<file path="src/rtl/morse_stream_decoder.sv">
// morse_stream_decoder: on/off keying to ASCII token stream with an output FIFO.
// Optional MORSE_DEBOUNCE_EN adds a stability filter after the input synchroniser.
module morse_stream_decoder #(
    parameter int UNIT_CYCLES     = 66,
    parameter int MAX_SYMBOLS     = 6,
    parameter int FIFO_DEPTH      = 4,
    parameter int CNT_WIDTH       = 16,
    parameter int DEBOUNCE_CYCLES = 4
) (
    input  logic       clk,
    input  logic       reset,
    input  logic       signal,
    input  logic       ready,
    output logic [7:0] letter,
    output logic       done,
    output logic       error,
    output logic       overflow
);
    localparam int LW = $clog2(MAX_SYMBOLS + 1);
    localparam int AW = $clog2(FIFO_DEPTH);
    localparam logic [CNT_WIDTH-1:0] DAH = CNT_WIDTH'(2 * UNIT_CYCLES);
    localparam logic [CNT_WIDTH-1:0] SPC = CNT_WIDTH'(5 * UNIT_CYCLES);
    localparam logic [CNT_WIDTH-1:0] SAT = CNT_WIDTH'(7 * UNIT_CYCLES);
    // ITU tables indexed by pattern value; first character sits at pattern 0
    localparam logic [15:0]  L1 = "ET";
    localparam logic [31:0]  L2 = "IANM";
    localparam logic [63:0]  L3 = "SURWDKGO";
    localparam logic [127:0] L4 = "HVF?L?PJBXCYZQ??";
    localparam logic [255:0] L5 = "54?3???2???????16???????7???8?90";

    if (UNIT_CYCLES < 4 || MAX_SYMBOLS < 5 || FIFO_DEPTH < 2 || DEBOUNCE_CYCLES < 1) begin : g_bad_params
        $error("morse_stream_decoder: illegal parameter set");
    end

    typedef enum logic [1:0] {IDLE, MARK, GAP} state_t;

    state_t                state, state_n;
    logic                  s_meta, s_sync, s_in, s_prev, rise, fall;
    logic [CNT_WIDTH-1:0]  cnt;
    logic [LW-1:0]         len, len_n;
    logic [4:0]            pattern, pattern_n;
    logic                  ovf_pat, ovf_n, space_armed, armed_n;
    logic                  push, push_bad;
    logic [7:0]            push_data, code, last;
    logic [AW:0]           wp, rp;
    logic [7:0]            mem [FIFO_DEPTH];
    logic                  empty, full, pop, wr;

    always_ff @(posedge clk or posedge reset) begin
        if (reset) begin
            s_meta <= 1'b0;
            s_sync <= 1'b0;
            s_prev <= 1'b0;
        end else begin
            s_meta <= signal;
            s_sync <= s_meta;
            s_prev <= s_in;
        end
    end

`ifdef MORSE_DEBOUNCE_EN
    localparam int DBW = $clog2(DEBOUNCE_CYCLES + 1);
    logic [DBW-1:0] db_cnt;
    logic           filt;
    always_ff @(posedge clk or posedge reset) begin
        if (reset) begin
            db_cnt <= '0;
            filt   <= 1'b0;
        end else if (s_sync == filt) begin
            db_cnt <= '0;
        end else if (db_cnt == DBW'(DEBOUNCE_CYCLES - 1)) begin
            db_cnt <= '0;
            filt   <= s_sync;
        end else begin
            db_cnt <= db_cnt + 1'b1;
        end
    end
    assign s_in = filt;
`else
    assign s_in = s_sync;
`endif

    assign rise = s_in & ~s_prev;
    assign fall = ~s_in & s_prev;

    assign code = len == LW'(1) ? L1[8*(1 - int'(pattern[0])) +: 8]
                : len == LW'(2) ? L2[8*(3 - int'(pattern[1:0])) +: 8]
                : len == LW'(3) ? L3[8*(7 - int'(pattern[2:0])) +: 8]
                : len == LW'(4) ? L4[8*(15 - int'(pattern[3:0])) +: 8]
                : len == LW'(5) ? L5[8*(31 - int'(pattern[4:0])) +: 8]
                : 8'h3F;

    always_comb begin
        state_n   = state;
        len_n     = len;
        pattern_n = pattern;
        ovf_n     = ovf_pat;
        armed_n   = space_armed;
        push      = 1'b0;
        push_bad  = 1'b0;
        push_data = 8'h20;
        case (state)
            IDLE: state_n = rise ? MARK : IDLE;
            MARK: begin
                if (fall) begin
                    state_n = GAP;
                    if (len == LW'(MAX_SYMBOLS)) begin
                        ovf_n = 1'b1;
                    end else begin
                        len_n     = len + 1'b1;
                        pattern_n = {pattern[3:0], cnt >= DAH};
                    end
                end
            end
            GAP: begin
                if (cnt == DAH && len != '0) begin
                    push      = 1'b1;
                    push_bad  = ovf_pat || code == 8'h3F;
                    push_data = push_bad ? 8'h3F : code;
                    len_n     = '0;
                    pattern_n = '0;
                    ovf_n     = 1'b0;
                    armed_n   = 1'b1;
                end else if (cnt == SPC && space_armed) begin
                    push    = 1'b1;
                    armed_n = 1'b0;
                    state_n = IDLE;
                end
                if (rise) state_n = MARK;
            end
            default: state_n = IDLE;
        endcase
    end

    always_ff @(posedge clk or posedge reset) begin
        if (reset) begin
            state       <= IDLE;
            cnt         <= '0;
            len         <= '0;
            pattern     <= '0;
            ovf_pat     <= 1'b0;
            space_armed <= 1'b0;
        end else begin
            state       <= state_n;
            cnt         <= (rise | fall) ? CNT_WIDTH'(1) : (cnt == SAT ? cnt : cnt + 1'b1);
            len         <= len_n;
            pattern     <= pattern_n;
            ovf_pat     <= ovf_n;
            space_armed <= armed_n;
        end
    end

    assign empty  = wp == rp;
    assign full   = (wp[AW] != rp[AW]) && (wp[AW-1:0] == rp[AW-1:0]);
    assign done   = ~empty;
    assign pop    = done & ready;
    assign wr     = push & (~full | pop);
    assign letter = empty ? last : mem[rp[AW-1:0]];

    always_ff @(posedge clk) begin
        if (wr) mem[wp[AW-1:0]] <= push_data;
    end

    // last keeps the previously presented head so letter holds once the FIFO drains
    always_ff @(posedge clk or posedge reset) begin
        if (reset) begin
            wp       <= '0;
            rp       <= '0;
            last     <= 8'h00;
            error    <= 1'b0;
            overflow <= 1'b0;
        end else begin
            if (wr) wp <= wp + 1'b1;
            if (pop) rp <= rp + 1'b1;
            last     <= letter;
            error    <= push & push_bad;
            overflow <= overflow | (push & full & ~pop);
        end
    end
endmodule

</file>
<file path="config.mk">
export PLATFORM = sky130hd
export DESIGN_NAME = morse_stream_decoder
export DESIGN_NICKNAME = d
export VERILOG_FILES = /design/src/rtl/morse_stream_decoder.sv
export SDC_FILE = /design/constraint.sdc
export NUM_CORES = 1
export LEC_CHECK = 0
export BUFFER_PORTS_ARGS = -buffer_cell sky130_fd_sc_hd__buf_2
export CAP_MARGIN = 15
export CORE_ASPECT_RATIO = 1.25
export CORE_UTILIZATION = 45
export DETAILED_ROUTE_END_ITERATION = 16
export GPL_ROUTABILITY_DRIVEN = 0
export GPL_TIMING_DRIVEN = 0
export SLEW_MARGIN = 20
export SYNTH_ARGS = -nofsm -noshare
export SYNTH_HDL_FRONTEND = slang
export SYNTH_SLANG_ARGS = --single-unit
</file>
<file path="constraint.sdc">
create_clock -name clk -period 4.8 [get_ports clk]
set_input_delay 0.96 -clock clk [delete_from_list [all_inputs] [get_ports clk]]
set_output_delay 0.96 -clock clk [all_outputs]
set_load 0.005 [all_outputs]
</file>
# After elaboration in Yosys (flattened, before gate mapping)
# Memory sizes are Yosys's and may differ from the RTL's.
# Cells that the tools add are included.
[op_classes]
addsub = 9
order_cmp = 1
eq_ne = 22
n_shift = 5
muxes = 38
bitwise = 15
reduce_logical = 12
[op_table]
columns = ["op", "count"]
rows = [
  ["$shiftx A256 B9 Y8 const A", 1],
  ["$shiftx A128 B8 Y8 const A", 1],
  ["$mux W8", 9],
  ["$shiftx A64 B7 Y8 const A", 1],
  ["$eq A16 B9 Y1 const B", 2],
  ["$mux W16", 2],
  ["$shiftx A32 B6 Y8 const A", 1],
  ["$add A16 B1 Y16 const B", 1],
  ["$eq A16 B8 Y1 const B", 1],
  ["$ge A16 B8 Y1 const B", 1],
  ["$shiftx A16 B5 Y8 const A", 1],
  ["$mux W5", 3],
  ["$mux W1", 13],
  ["$ne A2 B2 Y1 const B", 5],
  ["$pmux W5 S2", 1],
  ["$add A3 B1 Y3 const B", 3],
  ["$eq A3 B3 Y1 const B", 3],
  ["$mux W3", 3],
  ["$eq A8 B6 Y1 const B", 1],
  ["$mux W2", 4],
  ["$reduce_and A4 Y1", 2],
  ["$and A1 B1 Y1", 7],
  ["$eq A3 B2 Y1 const B", 2],
  ["$ne A3 B3 Y1 const B", 2],
  ["23 further kinds", 32],
]
[totals]
reg_bits = 47
mem_bits_rw = 32
input_bits = 4
output_inout_bits = 11
n_memories = 1
[mem_list]
columns = ["name", "depth", "word_bits", "read_ports", "rd_clocked_by_memory_dff", "write_ports", "line_no", "rtl"]
rows = [
  ["mem", 4, 8, 1, 0, 1, "46", "logic [7:0] mem [FIFO_DEPTH];"],
]

# Longest topological paths before layout
# Gate-level depths: netlist (run 1).
[logic_depth]
word_depth = 12
ltp_mapped = 9
depth_no_buf = 8

# Worst setup path before layout (run 1)
# OpenSTA, ideal clock, no wires.
[synth_timing]
path_type = "reg2out"
startpoint = "register rp[0]"
endpoint = "output letter[0]"
t_arrival_ps = 1623
path_slack_ps = 2217
path_stages_with_launch = 4
path_cell_list = "dfrtp_1 -> clkbuf_1 -> mux4_2 -> mux2_2"
[synth_via]
elab_chain_len = 2
[synth_lines]
columns = ["element", "line_no", "rtl"]
rows = [
  ["from (decl)", "45", "logic [AW:0] wp, rp;"],
  ["from (signal assigned)", "174", "if (pop) rp <= rp + 1'b1;"],
  ["$mem_v2 Z4 W8 / $eq A3 B3 Y1 (equally long branches)", "--", ""],
  ["$mux W8 (*)", "158", "assign letter = empty ? last : mem[rp[AW-1:0]];"],
  ["to (decl)", "14", "output logic [7:0] letter,"],
]
# Mark *: on every way between the ends. The rest lies on a longest branch, timed or not.

# Worst setup path in the final report (run 1)
[layout_timing]
startpoint = "register rp[0]"
endpoint = "output letter[6]"
# Same word-level chain as after synthesis.

==> results of run 1 <==
## final timing paths
kind,cells after the start,start,slack [ns],end
worst max-delay path,6,rp[0],1.49,letter[6]
worst min register to register,0,s_meta,0.35,s_in
max in group asynchronous,3,reset,3.67,len[2]
worst max register to register,9,pattern[0],1.92,mem[0][3]
worst min-delay path,0,s_meta,0.35,s_in
min in group asynchronous,2,reset,0.61,rp[1]
## layout by cell type (no fill, tap or decap), types with 4 or more instances in the layout
cell      instances
xnor2_1          17
and2_1           12
clkbuf_1         16
nand3_1          16
a21oi_1          12
nor2_1           17
nand2_1          34
edfxtp_1         28
clkbuf_8          9
o31ai_1           7
ha_1             22
a21boi_0          5
o21ai_0          16
nand2b_1          4
or3_1             4
mux2_2            9
mux4_2            7
dfrtp_1          47
and3_1            6
inv_1            17
nor3_1            7
buf_2            17
## through the flow
stage	hold slack, ns	instance area, µm²	worst slack (ns)
2_1_floorplan	0.3312	4016	2.217
3_3_place_gp	0.3319	4237	1.848
3_5_place_dp	0.3411	4258	1.809
4_1_cts	0.3598	4446	1.418
5_1_grt	0.3670	4446	1.274
6_report	0.3549	4446	1.493
## power breakdown
part	leakage, nW	internal (mW)	switching (mW)	total [mW]
clock network	0.0914	0.221	0.246	0.467
registers	0.923	0.700	0.0403	0.740
logic	0.903	0.181	0.272	0.454
total	1.92	1.10	0.559	1.66
## critical path, cell delays in order (launching register included)
cell and delay, ns:
dfrtp_1 0.37, clkbuf_1 0.57, xnor2_1 0.18, nand3_1 0.13, buf_2 0.24, mux2_2 0.37
buf_2 0.13
## registers in the layout, indices dropped and copies added (netlist names)
signal / count
mem: 28
len: 3
pattern: 5
ovf_pat: 1
rp: 3
overflow: 1
space_armed: 1
error: 1
wp: 3
s_meta: 1
s_prev: 1
cnt: 16
s_in: 1
state: 2
last: 8
## layer usage
| metal | track usage, % | part of all wire [%] |
|---|---|---|
| met2 | 33.62 | 53 |
| met5 | 0 | 0 |
| met1 | 20.70 | 42 |
| met4 | 7.024 | 1.7 |
| met3 | 3.911 | 2.7 |
## cells by family after synthesis
| logic type | share of synthesized area (%) |
|---|---|
| buf+inv | 3.644 |
| xor+xnor | 4.548 |
| mux | 7.196 |
| fa+ha+maj | 6.853 |
| compound gates | 10.87 |
| flops | 50.22 |
| simple gates | 16.67 |
## cell type report
cell class                      instances  share of cell area [%]
Multi-Input combinational cell        250                   41.71
Buffer                                 19                   1.689
Clock inverter                          5                  0.7881
Sequential cell                        75                   45.37
Tap cell                              120                   3.377
Clock buffer                           11                   3.434
Inverter                               19                   1.604
Timing Repair Buffer                   15                   2.026
==> results.cfg, run 1 <==
[run_status]
status = finished, final reports clean

[sta]
hold_viol_final = 0
clock_skew_ns = 0.01069
slew_violations = 0
slew_headroom_pct = 35.40
min_period_ns = 3.307
worst_pin_slew_ns = 0.9446
setup_tns_ns = 0
max_clock_freq_ghz = 0.3023
setup_violations = 0
period_share_pct = 68.91
grt_setup_unrepaired = no

[pwr]
total_power_mw = 1.661
ir_drop_mv = 0.1428
power.density_mw_per_mm2 = 373.7
leakage_nw = 1.918

[synthesis]
synth-seq-cells = 75
synth_cells = 363
synth_cell_types = 54
synth_fp_nets = 389
synthTopCellsByArea = dfrtp_1 (29%), edfxtp_1 (21%), ha_1 (6.9%)
yosysWarningCount = 0
async_reset_ff_share_pct = 62.67
synth_top_flop_cell = dfrtp_1
avgSynthCellArea_um2 = 11.06
synth_top_area_share_pct = 29.28
synth-seq-area-share_pct = 50.22
synth_edf_count = 28
synth_common_cells = dfrtp_1 (47), nand2_1 (34), edfxtp_1 (28)
synth.most_common_cell = dfrtp_1
syn-cell-area_mm2 = 0.004016
synth_top_area_cell = dfrtp_1

[detailed_routing]
drcViolationCount = 0
avgViaCountPerCell = 5.243
drt-initial-drc-count = 182
wl_per_cell_um = 15.22
vias = 2695
antenna_left = 0
first_pass_iters = 4
wl_um = 7825

[clock_network]
worstSkewPairLatency_ns = 0.36
cts_tree = done
cts_hold_buf = 0
cts_max_path_buffers = 2
cts-root-buf = clkbuf_8
cts_made_buffers = 9
postCtsResizedCells = 0
clk_pin_slew_ns = 0.08
htreeDepth = 3
cts_setup_buffers = 0
cts_sinks = 75

[final_layout]
areaGrowthSynthToFinish_pct = 10.69
multi_input_area_mm2 = 0.001854
layoutNonFillerInstCount = 514
fillCellCount = 794
antenna_cells = 0
drive_gt1_share_pct = 16.50
nNetsFinal = 415
final_util_pct = 51.37
register_area_mm2 = 0.002017

[worst_setup_path]
crit_fanout = 10
arrival_ns = 2.35
cp.required_ns = 3.84
worstSetupPathType = reg2out
crit_path_end_kind = output port
cp-start-kind = flip-flop

[global_routing]
grt.total_usage_pct = 18.39
grt_pass1_wl_um = 13010
grt_max_degree = 28
grt_pass1_vias = 2727
grt_antenna_before_repair = 0
overflow = 0

[floorplanning]
rows = 38
initial_utilization_pct = 46.41
die_y_um = 107.6
die_w_um = 86.50
coreArea_mm2 = 0.008653
pin_count = 15
die_area_mm2 = 0.009310

[run]
maxCapViolCount = 0

[worst_hold_path]
hold_path_class = reg2reg

[place]
io_buffers = 14
place_inst = 498
dpl.hpwl_um = 5775
(Power assumes the default switching activity.)
==> run 2: changes to the inputs <==
==> constraint.sdc (replaced) <==
create_clock -name clk -period 2.7 [get_ports clk]
set_input_delay 0.54 -clock clk [delete_from_list [all_inputs] [get_ports clk]]
set_output_delay 0.54 -clock clk [all_outputs]
set_load 0.005 [all_outputs]
==> run 2 against run 1 <==
  * Wire length is 0.35% higher
  * Non-clock buffer count is 1 lower
  * Die area stayed put
  * Core utilization is 0.27 points higher
  * Global-route usage hardly changed
  * Cell count is 0.19% lower
  * Final area is 0.53% higher
  * Clock skew is 0.00085 ns lower
  * Count of clock-buffer cells in the layout stayed put
  * Via count is 0.30% higher
  * Critical path type is now reg2reg
  * Critical endpoint is now mem[1][1]
  * Largest power group unchanged
==> results.cfg, run 2 (synthesis results as in run 1) <==
[run_status]
status = finished, final reports clean

[sta]
slew_headroom_pct = 35.40
period_share_pct = 94.23
slew_violations = 0
grt_setup_unrepaired = no
worst_pin_slew_ns = 0.9446
setup_violations = 0
hold_viol_final = 0
clock_skew_ns = 0.009840
max_clock_freq_ghz = 0.3931
min_period_ns = 2.544
worst_slack_ns = 0.1559

[final_layout]
final_common_cell = dfrtp_1
fin_area_mm2 = 0.004469
drive_gt1_share_pct = 17.81
nNetsFinal = 414
areaGrowthSynthToFinish_pct = 11.28
layout_common_cells = dfrtp_1 (47), nand2_1 (34), edfxtp_1 (28), ha_1 (22)
fillCellCount = 792
final_util_pct = 51.65
largest_reg_flops = 28
register_area_mm2 = 0.002017
multi_input_area_mm2 = 0.001873
antenna_cells = 0

[clock_network]
cts_max_path_buffers = 2
cts_setup_buffers = 0
worstSkewPairLatency_ns = 0.35
cts_tree = done
cts-root-buf = clkbuf_8
cts_sinks = 75
clk_pin_slew_ns = 0.08
cts_made_buffers = 9
htreeDepth = 3

[floorplanning]
rows = 38
die_y_um = 107.6
coreArea_mm2 = 0.008653
die_w_um = 86.50
initial_utilization_pct = 46.41
pin_count = 15
die_area_mm2 = 0.009310

[place]
place_area_mm2 = 0.004258
dpl.hpwl_um = 5775
io_buffers = 14
post-place-ws_ns = -0.1050

[worst_setup_path]
cp.required_ns = 2.79
crit_fanout = 10
worstSetupPathType = reg2reg
crit_path_top_delay_cell = a2111oi_1
cp-start-kind = flip-flop
max_stage_delay_ns = 0.64
path_cells = clkbuf_1 > clkinv_1 > or3_1 > a2111oi_1 > a221oi_2 > nor2_1 > nor2_1
arrival_ns = 2.63
crit_path_end_kind = flip-flop
cpMostUsedCell = nor2_1

[pwr]
ir_drop_mv = 0.2542
leakage_nw = 1.929
power.density_mw_per_mm2 = 664.0

[global_routing]
grt_pass1_vias = 2716
grt_max_degree = 28
grt.total_usage_pct = 18.38
overflow = 0
grt_antenna_before_repair = 0
grt_pass1_wl_um = 12990

[worst_hold_path]
hold_path_class = in2async

[detailed_routing]
vias = 2703
wl_per_cell_um = 15.31
wl_met3_um = 249
drcViolationCount = 0
antenna_left = 0
met1_length_um = 3325
first_pass_iters = 4
drt-initial-drc-count = 150
wl_um = 7852
route.met2.wl_um = 4109
highest_layer = met4
avgViaCountPerCell = 5.269

[run]
maxCapViolCount = 0
run 2: changes by cell type in the layout (fill, tap and decap cells not counted):
cell / previous run / this run
clkbuf_2: 0 / 1
a2111oi_0: 2 / 1
clkbuf_4: 0 / 2
a221oi_2: 0 / 1
clkbuf_1: 16 / 12
a221oi_1: 2 / 1
a21oi_1: 12 / 11
a2111oi_1: 1 / 2
a21oi_4: 0 / 1
run 2: repair_timing:
action	CTS	global route
setup endpoints to repair	12	35
pin swaps	0	0
endpoints found under the hold margin	0	0
gates resized for setup	2	10
hold buffers	0	0
run 2: worst paths after layout:
path | from | endpoint | slack [ns] | cells after the start
worst max-delay path | pattern[2] | mem[1][1] | 0.16 | 7
worst min-delay path | reset | rp[1] | 0.19 | 2
worst max register to register | pattern[2] | mem[1][1] | 0.16 | 7
worst min register to register | s_meta | s_in | 0.35 | 0
max in group asynchronous | reset | len[2] | 1.98 | 3
min in group clk | signal | s_meta | 0.29 | 1
run 2: report_power, final:
part / total (mW) / internal [mW] / switching, mW / leakage [nW]
sequential: 1.34 / 1.24 / 0.0969 / 0.923
clock: 0.827 / 0.392 / 0.435 / 0.0914
combinational: 0.799 / 0.331 / 0.468 / 0.914
run 2: metrics by stage:
step	setup TNS, ns	hold slack [ns]	power [mW]	cells
after floorplan	0	0.3312	1.951	363
after global placement	-0.2881	0.3319	2.133	497
after detailed placement	-0.4200	0.3411	2.153	498
after CTS	0	0.2068	2.982	513
after global routing	0	0.2261	3.162	513
final	0	0.1949	2.968	513
run 2: worst max-delay path: cells and delay by family, from the launching register on:
family / cells / cell delay [ns]
AND/OR/NAND/NOR: 3 / 0.64
buffers and inverters: 2 / 0.56
flip-flops: 1 / 0.33
AO/OA/AOI/OAI: 2 / 0.75
run 2: cell type report:
type	instances	share of cell area, %
sequential	75	45.13
multi-input combinational	250	41.91
timing repair buffer	15	2.016
tap	120	3.359
inverter	19	1.596
clock inverter	5	0.7839
buffer	18	1.792
clock buffer	11	3.415
run 2: routing by layer:
| layer | up-vias | GRT usage [%] |
|---|---|---|
| met3 | 16 | 3.911 |
| met1 | 1292 | 20.70 |
| met2 | 58 | 33.56 |
| li1 | 1337 | - |
| met5 | - | 0 |
| met4 | 0 | 7.024 |
